===== src/rtl/mul_signed_sequencer_if.sv =====
// -----------------------------------------------------------------------------
// mul_signed_sequencer_if
//
// Bundles every non-clock signal of mul_signed_sequencer:
//   operand side : inValid, inReady, a[31:0], b[31:0], isSigned
//   result side  : outValid, outReady, p[63:0], timeoutError
//   multiplier   : mulStart, mulA[31:0], mulB[31:0], mulFinish, mulP[63:0]
//
// Handshake rule (both operand and result channels): a word moves on a rising
// clock edge where valid and ready are both 1. The producer keeps valid and
// data stable until that edge; ready may change freely and never depends
// combinationally on valid.
//
// The slave modport is the sequencer's view. The master modport is the view of
// everything around it: the operand producer, the result consumer and the
// unsigned sequential multiplier.
// -----------------------------------------------------------------------------
interface mul_signed_sequencer_if;

    // Operand channel
    logic        inValid;
    logic        inReady;
    logic [31:0] a;
    logic [31:0] b;
    logic        isSigned;

    // Result channel
    logic        outValid;
    logic        outReady;
    logic [63:0] p;
    logic        timeoutError;

    // Unsigned sequential multiplier
    logic        mulStart;
    logic [31:0] mulA;
    logic [31:0] mulB;
    logic        mulFinish;
    logic [63:0] mulP;

    modport slave (
        input  inValid, a, b, isSigned, outReady, mulFinish, mulP,
        output inReady, outValid, p, timeoutError, mulStart, mulA, mulB
    );

    modport master (
        output inValid, a, b, isSigned, outReady, mulFinish, mulP,
        input  inReady, outValid, p, timeoutError, mulStart, mulA, mulB
    );

endinterface


===== src/rtl/mul_signed_sequencer.sv =====
// -----------------------------------------------------------------------------
// mul_signed_sequencer
//
// Wraps an external unsigned sequential 32x32 multiplier so it can be used for
// both signed and unsigned products. Operands are reduced to magnitudes on
// acceptance, the multiplier is started for one cycle, and when it finishes the
// product is negated if the operand signs differed. A watchdog aborts the
// operation if the multiplier never finishes.
//
// Ports:
//   clk       rising-edge clock for all state
//   rst       synchronous, active-low reset
//   bus       mul_signed_sequencer_if.slave (operand, result, multiplier)
//   fsmState  current FSM state for observation (IDLE=0 START=1 BUSY=2 DONE=3)
//
// Parameter:
//   TIMEOUT_CYCLES  number of BUSY cycles allowed before the operation is
//                   aborted with timeoutError=1 and p=0 (must be >= 1)
//
// Timing from an operand transfer on edge T:
//   T+1      START, mulStart=1
//   T+2..    BUSY, waiting for an honoured mulFinish
//   F+1      DONE (outValid=1) where F is the honoured-finish cycle
// -----------------------------------------------------------------------------
module mul_signed_sequencer #(
    parameter int TIMEOUT_CYCLES = 100
) (
    input  logic                         clk,
    input  logic                         rst,
    mul_signed_sequencer_if.slave        bus,
    output logic [1:0]                   fsmState
);

    // Counter wide enough to hold TIMEOUT_CYCLES itself.
    localparam int CW = (TIMEOUT_CYCLES < 2) ? 1 : $clog2(TIMEOUT_CYCLES + 1);
    localparam logic [CW-1:0] LAST_COUNT = CW'(TIMEOUT_CYCLES - 1);

    typedef enum logic [1:0] {
        IDLE  = 2'd0,
        START = 2'd1,
        BUSY  = 2'd2,
        DONE  = 2'd3
    } state_t;

    state_t        state;
    logic [CW-1:0] busyCount;
    logic          negFlag;
    // Set once mulFinish has been seen low in BUSY. Until then a high
    // mulFinish is the halt flag left over from the previous operation.
    logic          sawLow;

    // Operand magnitudes. The two's complement negation of 0x80000000 is
    // 0x80000000, which read as unsigned is exactly the wanted magnitude.
    logic [31:0] magA;
    logic [31:0] magB;
    logic        negNext;

    always_comb begin
        magA    = bus.a;
        magB    = bus.b;
        negNext = 1'b0;
        if (bus.isSigned) begin
            if (bus.a[31]) begin
                magA = ~bus.a + 32'd1;
            end
            if (bus.b[31]) begin
                magB = ~bus.b + 32'd1;
            end
            negNext = bus.a[31] ^ bus.b[31];
        end
    end

    logic        finishHonoured;
    logic        timeoutHit;
    logic [63:0] signedProduct;

    assign finishHonoured = bus.mulFinish & sawLow;
    assign timeoutHit     = (busyCount == LAST_COUNT);
    // Negating zero wraps back to zero, so no special case is needed.
    assign signedProduct  = negFlag ? (~bus.mulP + 64'd1) : bus.mulP;

    always_ff @(posedge clk) begin
        if (!rst) begin
            state            <= IDLE;
            bus.inReady      <= 1'b1;
            bus.outValid     <= 1'b0;
            bus.p            <= 64'd0;
            bus.timeoutError <= 1'b0;
            bus.mulStart     <= 1'b0;
            bus.mulA         <= 32'd0;
            bus.mulB         <= 32'd0;
            busyCount        <= '0;
            negFlag          <= 1'b0;
            sawLow           <= 1'b0;
        end else begin
            case (state)
                IDLE: begin
                    // inReady is 1 throughout IDLE, so inValid alone
                    // marks a transfer here.
                    if (bus.inValid) begin
                        bus.mulA     <= magA;
                        bus.mulB     <= magB;
                        negFlag      <= negNext;
                        bus.inReady  <= 1'b0;
                        bus.mulStart <= 1'b1;
                        state        <= START;
                    end
                end

                START: begin
                    bus.mulStart <= 1'b0;
                    busyCount    <= '0;
                    sawLow       <= 1'b0;
                    state        <= BUSY;
                end

                BUSY: begin
                    // Finish is checked first so it wins over a timeout
                    // landing in the same cycle.
                    if (finishHonoured) begin
                        bus.p            <= signedProduct;
                        bus.timeoutError <= 1'b0;
                        bus.outValid     <= 1'b1;
                        state            <= DONE;
                    end else if (timeoutHit) begin
                        bus.p            <= 64'd0;
                        bus.timeoutError <= 1'b1;
                        bus.outValid     <= 1'b1;
                        state            <= DONE;
                    end else begin
                        busyCount <= busyCount + CW'(1);
                        if (!bus.mulFinish) begin
                            sawLow <= 1'b1;
                        end
                    end
                end

                DONE: begin
                    // p and timeoutError are only written in BUSY, so they
                    // hold for as long as the consumer stalls.
                    if (bus.outReady) begin
                        bus.outValid <= 1'b0;
                        bus.inReady  <= 1'b1;
                        state        <= IDLE;
                    end
                end

                default: begin
                    state <= IDLE;
                end
            endcase
        end
    end

    assign fsmState = state;

endmodule


===== src/flat_wrapper.sv =====
// flat-port wrapper written by rule: the top's interface ports become plain ports
module mul_signed_sequencer_flat 
#(
    parameter int TIMEOUT_CYCLES = 100
)
  (clk, rst, fsmState, bus_inValid, bus_a, bus_b, bus_isSigned, bus_outReady, bus_mulFinish, bus_mulP, bus_inReady, bus_outValid, bus_p, bus_timeoutError, bus_mulStart, bus_mulA, bus_mulB);
  mul_signed_sequencer_if bus_i ();
  input  logic clk;
  input  logic rst;
  output logic [1:0] fsmState;
  input wire logic [$bits(bus_i.inValid)-1:0] bus_inValid;
  input wire logic [$bits(bus_i.a)-1:0] bus_a;
  input wire logic [$bits(bus_i.b)-1:0] bus_b;
  input wire logic [$bits(bus_i.isSigned)-1:0] bus_isSigned;
  input wire logic [$bits(bus_i.outReady)-1:0] bus_outReady;
  input wire logic [$bits(bus_i.mulFinish)-1:0] bus_mulFinish;
  input wire logic [$bits(bus_i.mulP)-1:0] bus_mulP;
  output wire logic [$bits(bus_i.inReady)-1:0] bus_inReady;
  output wire logic [$bits(bus_i.outValid)-1:0] bus_outValid;
  output wire logic [$bits(bus_i.p)-1:0] bus_p;
  output wire logic [$bits(bus_i.timeoutError)-1:0] bus_timeoutError;
  output wire logic [$bits(bus_i.mulStart)-1:0] bus_mulStart;
  output wire logic [$bits(bus_i.mulA)-1:0] bus_mulA;
  output wire logic [$bits(bus_i.mulB)-1:0] bus_mulB;
  assign bus_i.inValid = bus_inValid;
  assign bus_i.a = bus_a;
  assign bus_i.b = bus_b;
  assign bus_i.isSigned = bus_isSigned;
  assign bus_i.outReady = bus_outReady;
  assign bus_i.mulFinish = bus_mulFinish;
  assign bus_i.mulP = bus_mulP;
  assign bus_inReady = bus_i.inReady;
  assign bus_outValid = bus_i.outValid;
  assign bus_p = bus_i.p;
  assign bus_timeoutError = bus_i.timeoutError;
  assign bus_mulStart = bus_i.mulStart;
  assign bus_mulA = bus_i.mulA;
  assign bus_mulB = bus_i.mulB;
  mul_signed_sequencer #(.TIMEOUT_CYCLES(TIMEOUT_CYCLES)) u_core (.clk(clk), .rst(rst), .bus(bus_i), .fsmState(fsmState));
endmodule

===== config.mk =====
export PLATFORM = sky130hd
export DESIGN_NAME = mul_signed_sequencer_flat
export DESIGN_NICKNAME = d
export VERILOG_FILES = /design/src/rtl/mul_signed_sequencer_if.sv /design/src/rtl/mul_signed_sequencer.sv /design/src/flat_wrapper.sv
export SDC_FILE = /design/constraint.sdc
export NUM_CORES = 1
export LEC_CHECK = 0
export CELL_PAD_IN_SITES_DETAIL_PLACEMENT = 0
export CELL_PAD_IN_SITES_GLOBAL_PLACEMENT = 1
export CORE_AREA = 2 2 150 152
export DETAILED_ROUTE_END_ITERATION = 16
export DIE_AREA = 0 0 152 154
export PLACE_DENSITY_LB_ADDON = 0.1
export RECOVER_POWER = 25
export SLEW_MARGIN = 10
export SYNTH_ARGS = -nofsm -noshare
export SYNTH_HDL_FRONTEND = slang
export SYNTH_SLANG_ARGS = --single-unit

===== constraint.sdc =====
create_clock -name clk -period 7.5 [get_ports clk]
set_input_delay 1.5 -clock clk [delete_from_list [all_inputs] [get_ports clk]]
set_output_delay 1.5 -clock clk [all_outputs]
set_load 0.01 [all_outputs]

==> impl_metrics.tcl <==
set metrics [dict create \
    status "finished, final reports clean" \
    fin_skew_ns 0.009833 \
    drcViolationCount 0 \
    critPathMaxFanout 13 \
    synthToLayoutAreaGrowth_pct 44.56 \
    muxShareOfSynthArea_pct 0.1299 \
    ctsResizeCount 0 \
    grt_pass1_wl_mm 38.67 \
    insertedDiodeCount 0 \
    critPathKind "input port to flop" \
    grt_util_met1_pct 25.63 \
    worst_skew_pair.late_latency_ns 0.42 \
    clk_root_buffer_cell "clkbuf_16" \
    syn_nets 1066 \
    initialDrtViolationCount 398 \
    cts_sinks 143 \
    rsz0062_at_grt "false" \
    min_period_ns 4.030 \
    final_util_pct 51.37 \
    placed_cell_area_um2 10540 \
    cts_tree "built" \
    syn_area_um2 7707 \
    cts.clk_slew.worst_paths_ns 0.06 \
    cts_made_buffers 17 \
    syn_avg_cell_area_um2 8.341 \
    synth_simple_gate_area_share_pct 20.15 \
    met3_usage_pct 6.370 \
    layout.nets 1299 \
    max-slew-margin-rel_pct 25.44 \
    min_period_over_period_pct 53.74 \
    cap_violations 0 \
    num_vias 7374 \
    synth-xor-area-share_pct 13.41 \
    fmax_mhz 248.1 \
    final_cell_mix "clkdlybuf4s50_1, dfxtp_1, nand2_1" \
    worst_pin_slew_ns 1.118 \
    synth_fa_ha_area_share_pct 1.299 \
    ios 268 \
    layout_commonest_cell "clkdlybuf4s50_1" \
    io_buffers 267 \
    cp-end-kind "flop" \
    dr.pass1.iters 5 \
    irDropWorstVdd_mv 0.1488 \
    post-place-ws_ns 3.074 \
    gp_congestion 0.7960 \
    post-dp-hpwl_mm 17.21 \
    synth-seq-cells 143 \
    yosysWarnings 0 \
    start_util_pct 35.54 \
    wl_per_cell_um 16.57 \
    grt_max_degree 111 \
    synth-compound-area-share_pct 23.98 \
    ys_seq_area_share_pct 37.14 \
    grt.total_usage_pct 20.29 \
    die_width_um 152 \
    met2_usage_pct 33.27 \
    grt_overflow 0 \
    grt.busiest_layer "met2" \
    maxSlewViolCount 0 \
    rows 54 \
    cts_setup_buffers 0 \
    routed_wl_mm 24.03 \
    final-hold-violation-count 0 \
    syn_inst 924 \
    finalSetupTns_ns 0 \
    arrival_ns 4.31 \
    async_reset_ff_share_pct 0 \
    cp.required_ns 7.78 \
    synth_top_family_by_area "compound AO/OA/AOI/OAI gates" \
    power_density_nw_per_um2 231.1 \
    startpoint_type "input port" \
    yosys.cell_types.count 50 \
    postRouteAntennaNets 0 \
    grt_antenna_before_repair 0 \
    hp-class "flop to flop" \
    fin_area_um2 11140 \
    dieArea_um2 23410 \
    synth_ff_type "dfxtp_1" \
    cts_buffer_depth 2 \
    cts_htree_levels 4 \
    synth-edff-count 0 \
    setup_viol 0 \
    first_global_vias 7176 \
    core_um2 21690 \
    die_h_um 154 \
    p_leak_nw 4.221 \
    vias_per_cell 5.086 \
    setup_ws_ns 3.470 \
    n_fill_cell 2101 \
    cts_hold_buf 0 \
    drive_gt1_share_pct 5.556 \
]
kinds of logic after synthesis:
group	count (synthesis)
and+or+nand+nor	297
AOI/OAI and AO/OA	281
DFF	143
xor gates and xnor gates	118
buffers and inverters	76
adders and majority gates	8
muxes	1
metal layers:
metal	vias to the layer above	wire, µm
met3	18	1569
met5	-	0
met2	194	11150
met4	0	329
li1	3784	-
met1	3378	10980
layout make-up:
cell class	instances	area [µm²]	share of cell area [%]
timing repair buffer	272	2701	24.24
tap	280	350.3	3.144
multi-input combinational	705	4548	40.82
sequential	143	2864	25.70
clock inverter	15	185.2	1.662
inverter	18	67.56	0.6064
clock buffer	17	425.4	3.818
final timing paths:
path / startpoint / slack (ns) / endpoint / cells past startpoint
max: bus_mulP[0] / 3.47 / u_core.bus.p[52]$_SDFFE_PN0P_ / 9
min: u_core.bus.p[50]$_SDFFE_PN0P_ / 0.44 / u_core.bus.p[50]$_SDFFE_PN0P_ / 2
max reg2reg: u_core.fsmState[0]$_SDFFE_PN0P_ / 4.73 / u_core.busyCount[5]$_SDFFE_PN0P_ / 9
min reg2reg: u_core.bus.p[50]$_SDFFE_PN0P_ / 0.44 / u_core.bus.p[50]$_SDFFE_PN0P_ / 2
synth_stat cells (3+ instances only):
| library cell | number | area, µm² |
|---|---|---|
| or4_1 | 17 | 127.6 |
| xor2_1 | 75 | 656.9 |
| and2_1 | 15 | 93.84 |
| nor2_1 | 31 | 116.4 |
| o21ai_1 | 12 | 60.06 |
| inv_1 | 18 | 67.56 |
| or2_2 | 4 | 25.02 |
| o41ai_1 | 12 | 105.1 |
| dfxtp_1 | 143 | 2863 |
| o31ai_1 | 25 | 187.7 |
| o41ai_2 | 3 | 48.80 |
| a41oi_1 | 3 | 26.28 |
| and3_1 | 3 | 18.77 |
| a21boi_0 | 8 | 60.06 |
| buf_1 | 5 | 18.77 |
| nand3_1 | 24 | 120.1 |
| nand4_1 | 7 | 43.79 |
| o31ai_2 | 5 | 62.56 |
| a21oi_1 | 45 | 225.2 |
| nor3_1 | 17 | 85.08 |
| or3_1 | 19 | 118.9 |
| ha_1 | 8 | 100.1 |
| a31oi_1 | 10 | 62.56 |
| nor3b_1 | 3 | 22.52 |
| xnor2_1 | 43 | 376.6 |
| o211ai_1 | 3 | 22.52 |
| or4_4 | 4 | 45.04 |
| clkbuf_1 | 51 | 191.4 |
| o211a_1 | 29 | 290.3 |
| nor2b_1 | 10 | 62.56 |
| and4_1 | 3 | 26.28 |
| nand2_1 | 120 | 450.4 |
| a22oi_1 | 9 | 67.56 |
| o21a_1 | 3 | 22.52 |
| nand2b_1 | 4 | 25.02 |
| o21ai_0 | 110 | 550.5 |
| nor4_1 | 7 | 43.79 |
through the flow:
| step | instances | hold slack [ns] | total power [W] |
|---|---|---|---|
| floorplan | 924 | 0.4697 | 0.001335 |
| global placement | 1418 | 0.4321 | 0.001730 |
| detailed placement | 1418 | 0.4401 | 0.001729 |
| CTS | 1450 | 0.4479 | 0.002636 |
| global route | 1450 | 0.4616 | 0.002728 |
| finish | 1450 | 0.4449 | 0.002575 |
critical path: stages:
cell	delay [ns]
clkdlybuf4s50_1	0.48
inv_1	0.09
ha_1	0.15
or3b_2	0.51
nor3_2	0.38
nand4_2	0.49
o31ai_1	0.44
xor2_1	0.17
o21ai_0	0.08
power breakdown:
group	internal (W)	switching, W	total (W)
logic	0.000374	0.000390	0.000764
clock network	0.000528	0.000358	0.000887
registers	0.000868	0.0000558	0.000924
total	0.00177	0.000804	0.00257
sequential cells by signal (all words and copies together), names as in the netlist:
register and cells:
u_core.sawLow 1, u_core.busyCount 7, u_core.bus.mulB 32, u_core.bus.p 64, u_core.negFlag 1, u_core.fsmState 2, u_core.bus.inReady 1, u_core.bus.mulA 32
u_core.bus.mulStart 1, u_core.bus.timeoutError 1, u_core.bus.outValid 1
(Power assumes the default switching activity.)
